--- src/rtl/ama_riscv_uart_tx.sv ---
// ama_riscv_uart_tx: memory-mapped UART transmitter.
//
// Bytes arrive from the core's store path on a ready/valid channel and are
// buffered in a small power-of-two FIFO. Each byte is then sent as one 8N1 frame:
// a start bit, 8 data bits LSB-first, and a stop bit.
// Back-to-back frames have no idle gap between them.
//
// Ports:
//   clk       - core clock; all state changes on its rising edge
//   rst       - synchronous active-high reset; aborts any frame in flight
//   send      - rv_if.RX byte input (valid/data in, ready out)
//   tx        - serial line, idle high, driven straight from a flop
//   tx_ready  - FIFO not full (same signal as send.ready)
//   busy      - a frame is in flight or bytes are still buffered
//   level     - FIFO occupancy, 0..FIFO_DEPTH
//   state_dbg - current transmit FSM state, for observation only

package ama_riscv_uart_pkg;

  typedef enum int unsigned {
    BR_9600   = 9600,
    BR_19200  = 19200,
    BR_38400  = 38400,
    BR_57600  = 57600,
    BR_115200 = 115200,
    BR_230400 = 230400,
    BR_460800 = 460800,
    BR_921600 = 921600
  } uart_baud_rate_t;

  typedef enum logic [1:0] {
    IDLE  = 2'd0,
    START = 2'd1,
    DATA  = 2'd2,
    STOP  = 2'd3
  } uart_tx_state_t;

  function automatic bit is_pow2(input int unsigned v);
    return (v != 0) && ((v & (v - 1)) == 0);
  endfunction

endpackage

module ama_riscv_uart_tx
  import ama_riscv_uart_pkg::*;
#(
  parameter int unsigned     CLK_FREQ_HZ = 100_000_000,
  parameter uart_baud_rate_t BAUD_RATE   = BR_115200,
  parameter int unsigned     FIFO_DEPTH  = 4
) (
  input  logic                        clk,
  input  logic                        rst,
  rv_if.RX                            send,
  output logic                        tx,
  output logic                        tx_ready,
  output logic                        busy,
  output logic [$clog2(FIFO_DEPTH):0] level,
  output uart_tx_state_t              state_dbg
);

  localparam int unsigned CLKS_PER_BIT = CLK_FREQ_HZ / int'(BAUD_RATE);
  localparam int unsigned BAUD_W       = $clog2(CLKS_PER_BIT);
  localparam int unsigned PTR_W        = $clog2(FIFO_DEPTH);
  localparam int unsigned LVL_W        = PTR_W + 1;

  if (!is_pow2(FIFO_DEPTH)) begin : g_bad_depth
    $error("ama_riscv_uart_tx: FIFO_DEPTH must be a power of two");
  end

  if (CLKS_PER_BIT < 2) begin : g_bad_baud
    $error("ama_riscv_uart_tx: CLK_FREQ_HZ / BAUD_RATE must be at least 2");
  end

  // ---------------------------------------------------------------------------
  // FIFO
  // ---------------------------------------------------------------------------
  logic [7:0]       mem [FIFO_DEPTH];
  logic [PTR_W-1:0] wr_ptr;
  logic [PTR_W-1:0] rd_ptr;
  logic [LVL_W-1:0] level_q;
  logic             push;
  logic             pop;
  logic             fifo_empty;

  // ready depends only on the registered level, so valid never reaches an output.
  assign tx_ready   = (level_q != LVL_W'(FIFO_DEPTH));
  assign send.ready = tx_ready;
  assign push       = send.valid && tx_ready;
  assign fifo_empty = (level_q == '0);

  always_ff @(posedge clk) begin
    if (rst) begin
      wr_ptr  <= '0;
      rd_ptr  <= '0;
      level_q <= '0;
    end else begin
      if (push) wr_ptr <= wr_ptr + PTR_W'(1);
      if (pop)  rd_ptr <= rd_ptr + PTR_W'(1);
      case ({push, pop})
        2'b10:   level_q <= level_q + LVL_W'(1);
        2'b01:   level_q <= level_q - LVL_W'(1);
        default: level_q <= level_q;
      endcase
    end
  end

  // Storage needs no reset: an entry is only read after it has been written.
  always_ff @(posedge clk) begin
    if (push) mem[wr_ptr] <= send.data[7:0];
  end

  // ---------------------------------------------------------------------------
  // Transmit FSM
  // ---------------------------------------------------------------------------
  uart_tx_state_t    state_q, state_d;
  logic              tx_q, tx_d;
  logic [BAUD_W-1:0] baud_q, baud_d;
  logic [2:0]        bit_q, bit_d;
  logic [7:0]        shreg_q, shreg_d;
  logic              bit_end;

  assign bit_end = (baud_q == BAUD_W'(CLKS_PER_BIT - 1));

  always_ff @(posedge clk) begin
    if (rst) begin
      state_q <= IDLE;
      tx_q    <= 1'b1;
      baud_q  <= '0;
      bit_q   <= '0;
      shreg_q <= '0;
    end else begin
      state_q <= state_d;
      tx_q    <= tx_d;
      baud_q  <= baud_d;
      bit_q   <= bit_d;
      shreg_q <= shreg_d;
    end
  end

  // tx is computed one cycle ahead, so the flop output changes exactly at each bit boundary.
  always_comb begin
    state_d = state_q;
    tx_d    = tx_q;
    baud_d  = baud_q;
    bit_d   = bit_q;
    shreg_d = shreg_q;
    pop     = 1'b0;

    case (state_q)
      IDLE: begin
        tx_d   = 1'b1;
        baud_d = '0;
        if (!fifo_empty) begin
          pop     = 1'b1;
          shreg_d = mem[rd_ptr];
          tx_d    = 1'b0;
          state_d = START;
        end
      end

      START: begin
        if (bit_end) begin
          baud_d  = '0;
          tx_d    = shreg_q[0];
          bit_d   = '0;
          state_d = DATA;
        end else begin
          baud_d = baud_q + BAUD_W'(1);
        end
      end

      DATA: begin
        if (bit_end) begin
          baud_d  = '0;
          shreg_d = {1'b0, shreg_q[7:1]};
          if (bit_q != 3'd7) begin
            // shreg_q[1] becomes bit 0 once the shift lands.
            tx_d  = shreg_q[1];
            bit_d = bit_q + 3'd1;
          end else begin
            tx_d    = 1'b1;
            state_d = STOP;
          end
        end else begin
          baud_d = baud_q + BAUD_W'(1);
        end
      end

      STOP: begin
        if (bit_end) begin
          baud_d = '0;
          if (!fifo_empty) begin
            // Chain straight into the next start bit with no idle cycle.
            pop     = 1'b1;
            shreg_d = mem[rd_ptr];
            tx_d    = 1'b0;
            state_d = START;
          end else begin
            tx_d    = 1'b1;
            state_d = IDLE;
          end
        end else begin
          baud_d = baud_q + BAUD_W'(1);
        end
      end

      default: begin
        tx_d    = 1'b1;
        baud_d  = '0;
        state_d = IDLE;
      end
    endcase
  end

  assign tx        = tx_q;
  assign busy      = (state_q != IDLE) || !fifo_empty;
  assign level     = level_q;
  assign state_dbg = state_q;

endmodule

--- src/rtl/ama_riscv_uart_tx_if.sv ---
// rv_if: generic ready/valid channel.
//
// Handshake contract: the producer drives valid/data, and the consumer drives ready.
// A transfer happens on each rising clock edge where valid && ready.
// The consumer may compute ready without looking at valid.
//
// Modports:
//   TX - producer side (valid, data out; ready in)
//   RX - consumer side (valid, data in; ready out)
interface rv_if #(
  parameter int DW = 8
);
  logic          valid;
  logic [DW-1:0] data;
  logic          ready;

  modport TX (output valid, output data, input ready);
  modport RX (input valid, input data, output ready);
endinterface

--- src/flat_wrapper.sv ---
// flat-port wrapper written by rule: the top's interface ports become plain ports
module ama_riscv_uart_tx_flat import ama_riscv_uart_pkg::*;
#(
  parameter int unsigned     CLK_FREQ_HZ = 100_000_000,
  parameter uart_baud_rate_t BAUD_RATE   = BR_115200,
  parameter int unsigned     FIFO_DEPTH  = 4
)
  (clk, rst, tx, tx_ready, busy, level, state_dbg, send_valid, send_data, send_ready);
  rv_if #(.DW(8)) send_i ();
  input  logic clk;
  input  logic rst;
  output logic tx;
  output logic tx_ready;
  output logic busy;
  output logic [$clog2(FIFO_DEPTH):0] level;
  output uart_tx_state_t state_dbg;
  input wire logic [$bits(send_i.valid)-1:0] send_valid;
  input wire logic [$bits(send_i.data)-1:0] send_data;
  output wire logic [$bits(send_i.ready)-1:0] send_ready;
  assign send_i.valid = send_valid;
  assign send_i.data = send_data;
  assign send_ready = send_i.ready;
  ama_riscv_uart_tx #(.CLK_FREQ_HZ(CLK_FREQ_HZ), .BAUD_RATE(BAUD_RATE), .FIFO_DEPTH(FIFO_DEPTH)) u_core (.clk(clk), .rst(rst), .send(send_i), .tx(tx), .tx_ready(tx_ready), .busy(busy), .level(level), .state_dbg(state_dbg));
endmodule
--- config.mk ---
export PLATFORM = sky130hd
export DESIGN_NAME = ama_riscv_uart_tx_flat
export DESIGN_NICKNAME = d
export VERILOG_FILES = /design/src/rtl/ama_riscv_uart_tx.sv /design/src/rtl/ama_riscv_uart_tx_if.sv /design/src/flat_wrapper.sv
export SDC_FILE = /design/constraint.sdc
export NUM_CORES = 1
export LEC_CHECK = 0
export ABC_AREA = 1
export BUFFER_PORTS_ARGS = -buffer_cell sky130_fd_sc_hd__buf_2
export CORE_ASPECT_RATIO = 0.9
export CORE_UTILIZATION = 35
export CTS_BUF_LIST = sky130_fd_sc_hd__clkbuf_2 sky130_fd_sc_hd__clkbuf_4 sky130_fd_sc_hd__clkbuf_8
export DETAILED_ROUTE_END_ITERATION = 12
export PLACE_DENSITY = 0.56
export SYNTH_ARGS = -nofsm -noshare
export SYNTH_HDL_FRONTEND = slang
export SYNTH_SLANG_ARGS = --single-unit
--- constraint.sdc ---
create_clock -name clk -period 4.88 [get_ports clk]
set_input_delay 1.464 -clock clk [delete_from_list [all_inputs] [get_ports clk]]
set_output_delay 1.464 -clock clk [all_outputs]
set_load 0.01 [all_outputs]
==> flow_metrics.env <==
export IMPL_relSlewSlack_pct=52.2
export IMPL_syn_inst=353
export IMPL_dp_hpwl_mm=4.02
export IMPL_leakagePower_nw=1.44
export IMPL_synth_enable_flop_cells=32
export IMPL_finalHoldViolations=0
export IMPL_track_usage_pct=13.8
export IMPL_drv_cap=0
export IMPL_fp_dieH_um=90.7
export IMPL_grt_overflow_total=0
export IMPL_clk_pin_slew_ns=0.07
export IMPL_syn_nets=378
export IMPL_start_kind="flop"
export IMPL_cts_tree="built"
export IMPL_vias_per_cell=4.49
export IMPL_min_path_type="reg -> reg"
export IMPL_synth_area_leaders="edfxtp_1 (31%), dfxtp_1 (22%), nand2_1 (12%), nor2_1 (5.8%), ha_1 (5.3%)"
export IMPL_peakVddDrop_mv=0.248
export IMPL_ctsHoldBuffers=0
export IMPL_fin_crit_ns=2.78
export IMPL_route_antenna_remaining_nets=0
export IMPL_clockBufferDepth=2
export IMPL_antenna_found_initial=0
export IMPL_r2r_setup_slack_ns=2.48
export IMPL_cp_max_fo=6
export IMPL_ys_async_sr_fraction_pct=0
export IMPL_fin_area_um2=3400
export IMPL_crit_arrival_ns=1.32
export IMPL_tightest_slew_ns=0.715
export IMPL_drt_pass1_iterations=4
export IMPL_remaining_drc_errors=0
export IMPL_setup_viol=0
export IMPL_rsz0062_at_grt="false"
export IMPL_htree_num_levels=3
export IMPL_ys_dominant_reg_cell="dfxtp_1"
export IMPL_finalNetCount=400
export IMPL_cts_num_sinks=65
export IMPL_io_pins=20
export IMPL_synth_top_area_share_pct=31.4
export IMPL_ctsResizeCount=0
export IMPL_end_kind="output port"
export IMPL_total_power_mw=1.85
export IMPL_grt_max_degree=18
export IMPL_crit_path_top_delay_cell="dfxtp_1"
export IMPL_drtIter0Drc=85
export IMPL_netlist_area_um2=3060
export IMPL_die_area_um2=9110
export IMPL_worst_clock_skew_ns=0.0104
export IMPL_wl_per_cell_um=11.2
export IMPL_postCtsSetupBuffers=0
export IMPL_syn_to_final_growth_pct=11.3
export IMPL_coreArea_um2=8260
export IMPL_final_common_cell="nand2_1"
export IMPL_final_util_pct=41.2
export IMPL_cts_root_buffer="clkbuf_8"
export IMPL_n_fill_cell=828
export IMPL_final_cell_mix="nand2_1 (98), nor2_1 (47), inv_1 (38)"
export IMPL_critical_path_class="reg -> out"
export IMPL_multi_input_area_um2=1220
export IMPL_totalWireLength_mm=5.55
export IMPL_synth_area_per_cell_um2=8.66
export IMPL_final_setup_tns_ns=0
export IMPL_min_period_over_period_pct=57.0
export IMPL_ys_seq_area_share_pct=53.0
export IMPL_powerDensity_nw_per_um2=544
export IMPL_grt_pass1_vias=2168
export IMPL_layout_cells_non_filler=495
export IMPL_cts_made_buffers=9
export IMPL_cpPeakStageDelay_ns=0.42
export IMPL_critPathRequiredTime_ns=3.42
export IMPL_ys_ff_latch=65
export IMPL_ff_latch_area_um2=1620
export IMPL_yosysTopAreaCell="edfxtp_1"
export IMPL_dieWidth_um=101
export IMPL_clock_fmax_mhz=359
export IMPL_slew_violations=0
export IMPL_portBuffers=19
export IMPL_worstSkewPairLatency_ns=0.34
export IMPL_antennaDiodeCount=0
export IMPL_place_area_um2=3230
export IMPL_synthDistinctLibCells=30
export IMPL_vias=2221
export IMPL_drive_gt1_share_pct=13.2
export IMPL_grt_pass1_wl_mm=9.71
export IMPL_status="complete, no violations"
export IMPL_yosys_warnings=0
export IMPL_row_count=31
export IMPL_gp_congestion=0.770
export IMPL_start_util_pct=37.0
export IMPL_path_cells="inv_1, ha_1, nand2_1, buf_2"
export IMPL_dp_cells=479
## power breakdown
part / internal, mW / switching (mW)
clock network: 0.183 / 0.213
logic: 0.253 / 0.465
registers: 0.665 / 0.0718
total: 1.10 / 0.749
## synthesized netlist by cell type, types with 2 or more instances
cell,count
a21oi_1,15
buf_2,2
buf_6,4
dfxtp_1,33
edfxtp_1,32
ha_1,13
inv_1,38
inv_2,2
nand2_1,98
nand2_2,4
nand2_4,2
nand3_1,14
nand3_2,2
nand4_1,3
nor2_1,47
nor2_2,2
o21ai_0,27
xor2_1,3
## layer usage
metal / routed length, µm / GRT usage [%] / vias to the layer above
met5: 0 / 0 / -
met4: 69 / 4.71 / 0
met3: 171 / 4.64 / 6
met2: 2660 / 22.8 / 21
met1: 2660 / 16.6 / 1014
li1: - / - / 1180
## worst max-delay path: cells and delay by family (launching register included)
family,cells,cell delay (ns)
buffers and inverters,2,0.24
adder cells (fa/ha/maj),1,0.24
AND/OR/NAND/NOR,1,0.08
flip-flops,1,0.42
## cell type report
cell class	instances	share of cell area (%)
flip-flops and latches	65	47.7
multi-input cells	240	35.8
repair buffers	19	2.80
inverters	40	4.42
well taps	115	4.23
clock buffers	9	3.64
clock inverters	7	1.40
## through the flow
step / worst slack, ns / hold slack (ns)
2_1_floorplan: 2.17 / 0.440
3_3_place_gp: 1.95 / 0.455
3_5_place_dp: 1.93 / 0.472
4_1_cts: 2.06 / 0.483
5_1_grt: 1.91 / 0.516
6_report: 2.10 / 0.483
## cell families (layout without fill, tap and decap cells)
group / Yosys count / in the layout / share of synthesized area [%]
and+or+nand+nor: 179 / 179 / 25.7
xor gates and xnor gates: 3 / 3 / 0.860
AOI/OAI and AO/OA: 44 / 44 / 7.37
adders and majority gates: 14 / 14 / 5.98
buffers and inverters: 48 / 75 / 7.08
DFF: 65 / 65 / 53.0
## state kept, by name (all words and copies together), names as in the netlist, named ones only
register and flops:
u_core.shreg_q 8, u_core.rd_ptr 2, u_core.level 3, u_core.tx 1
u_core.bit_q 3, u_core.mem 32, u_core.baud_q 10, u_core.state_dbg 2
u_core.wr_ptr 2
## path summary, 6_finish.rpt
path | start | endpoint | cells past startpoint
max | u_core.state_dbg[0] | busy | 4
min | u_core.bit_q[2] | u_core.bit_q[2] | 2
max reg2reg | u_core.state_dbg[0] | u_core.level[2] | 11
min reg2reg | u_core.bit_q[2] | u_core.bit_q[2] | 2
(Power assumes the default switching activity.)
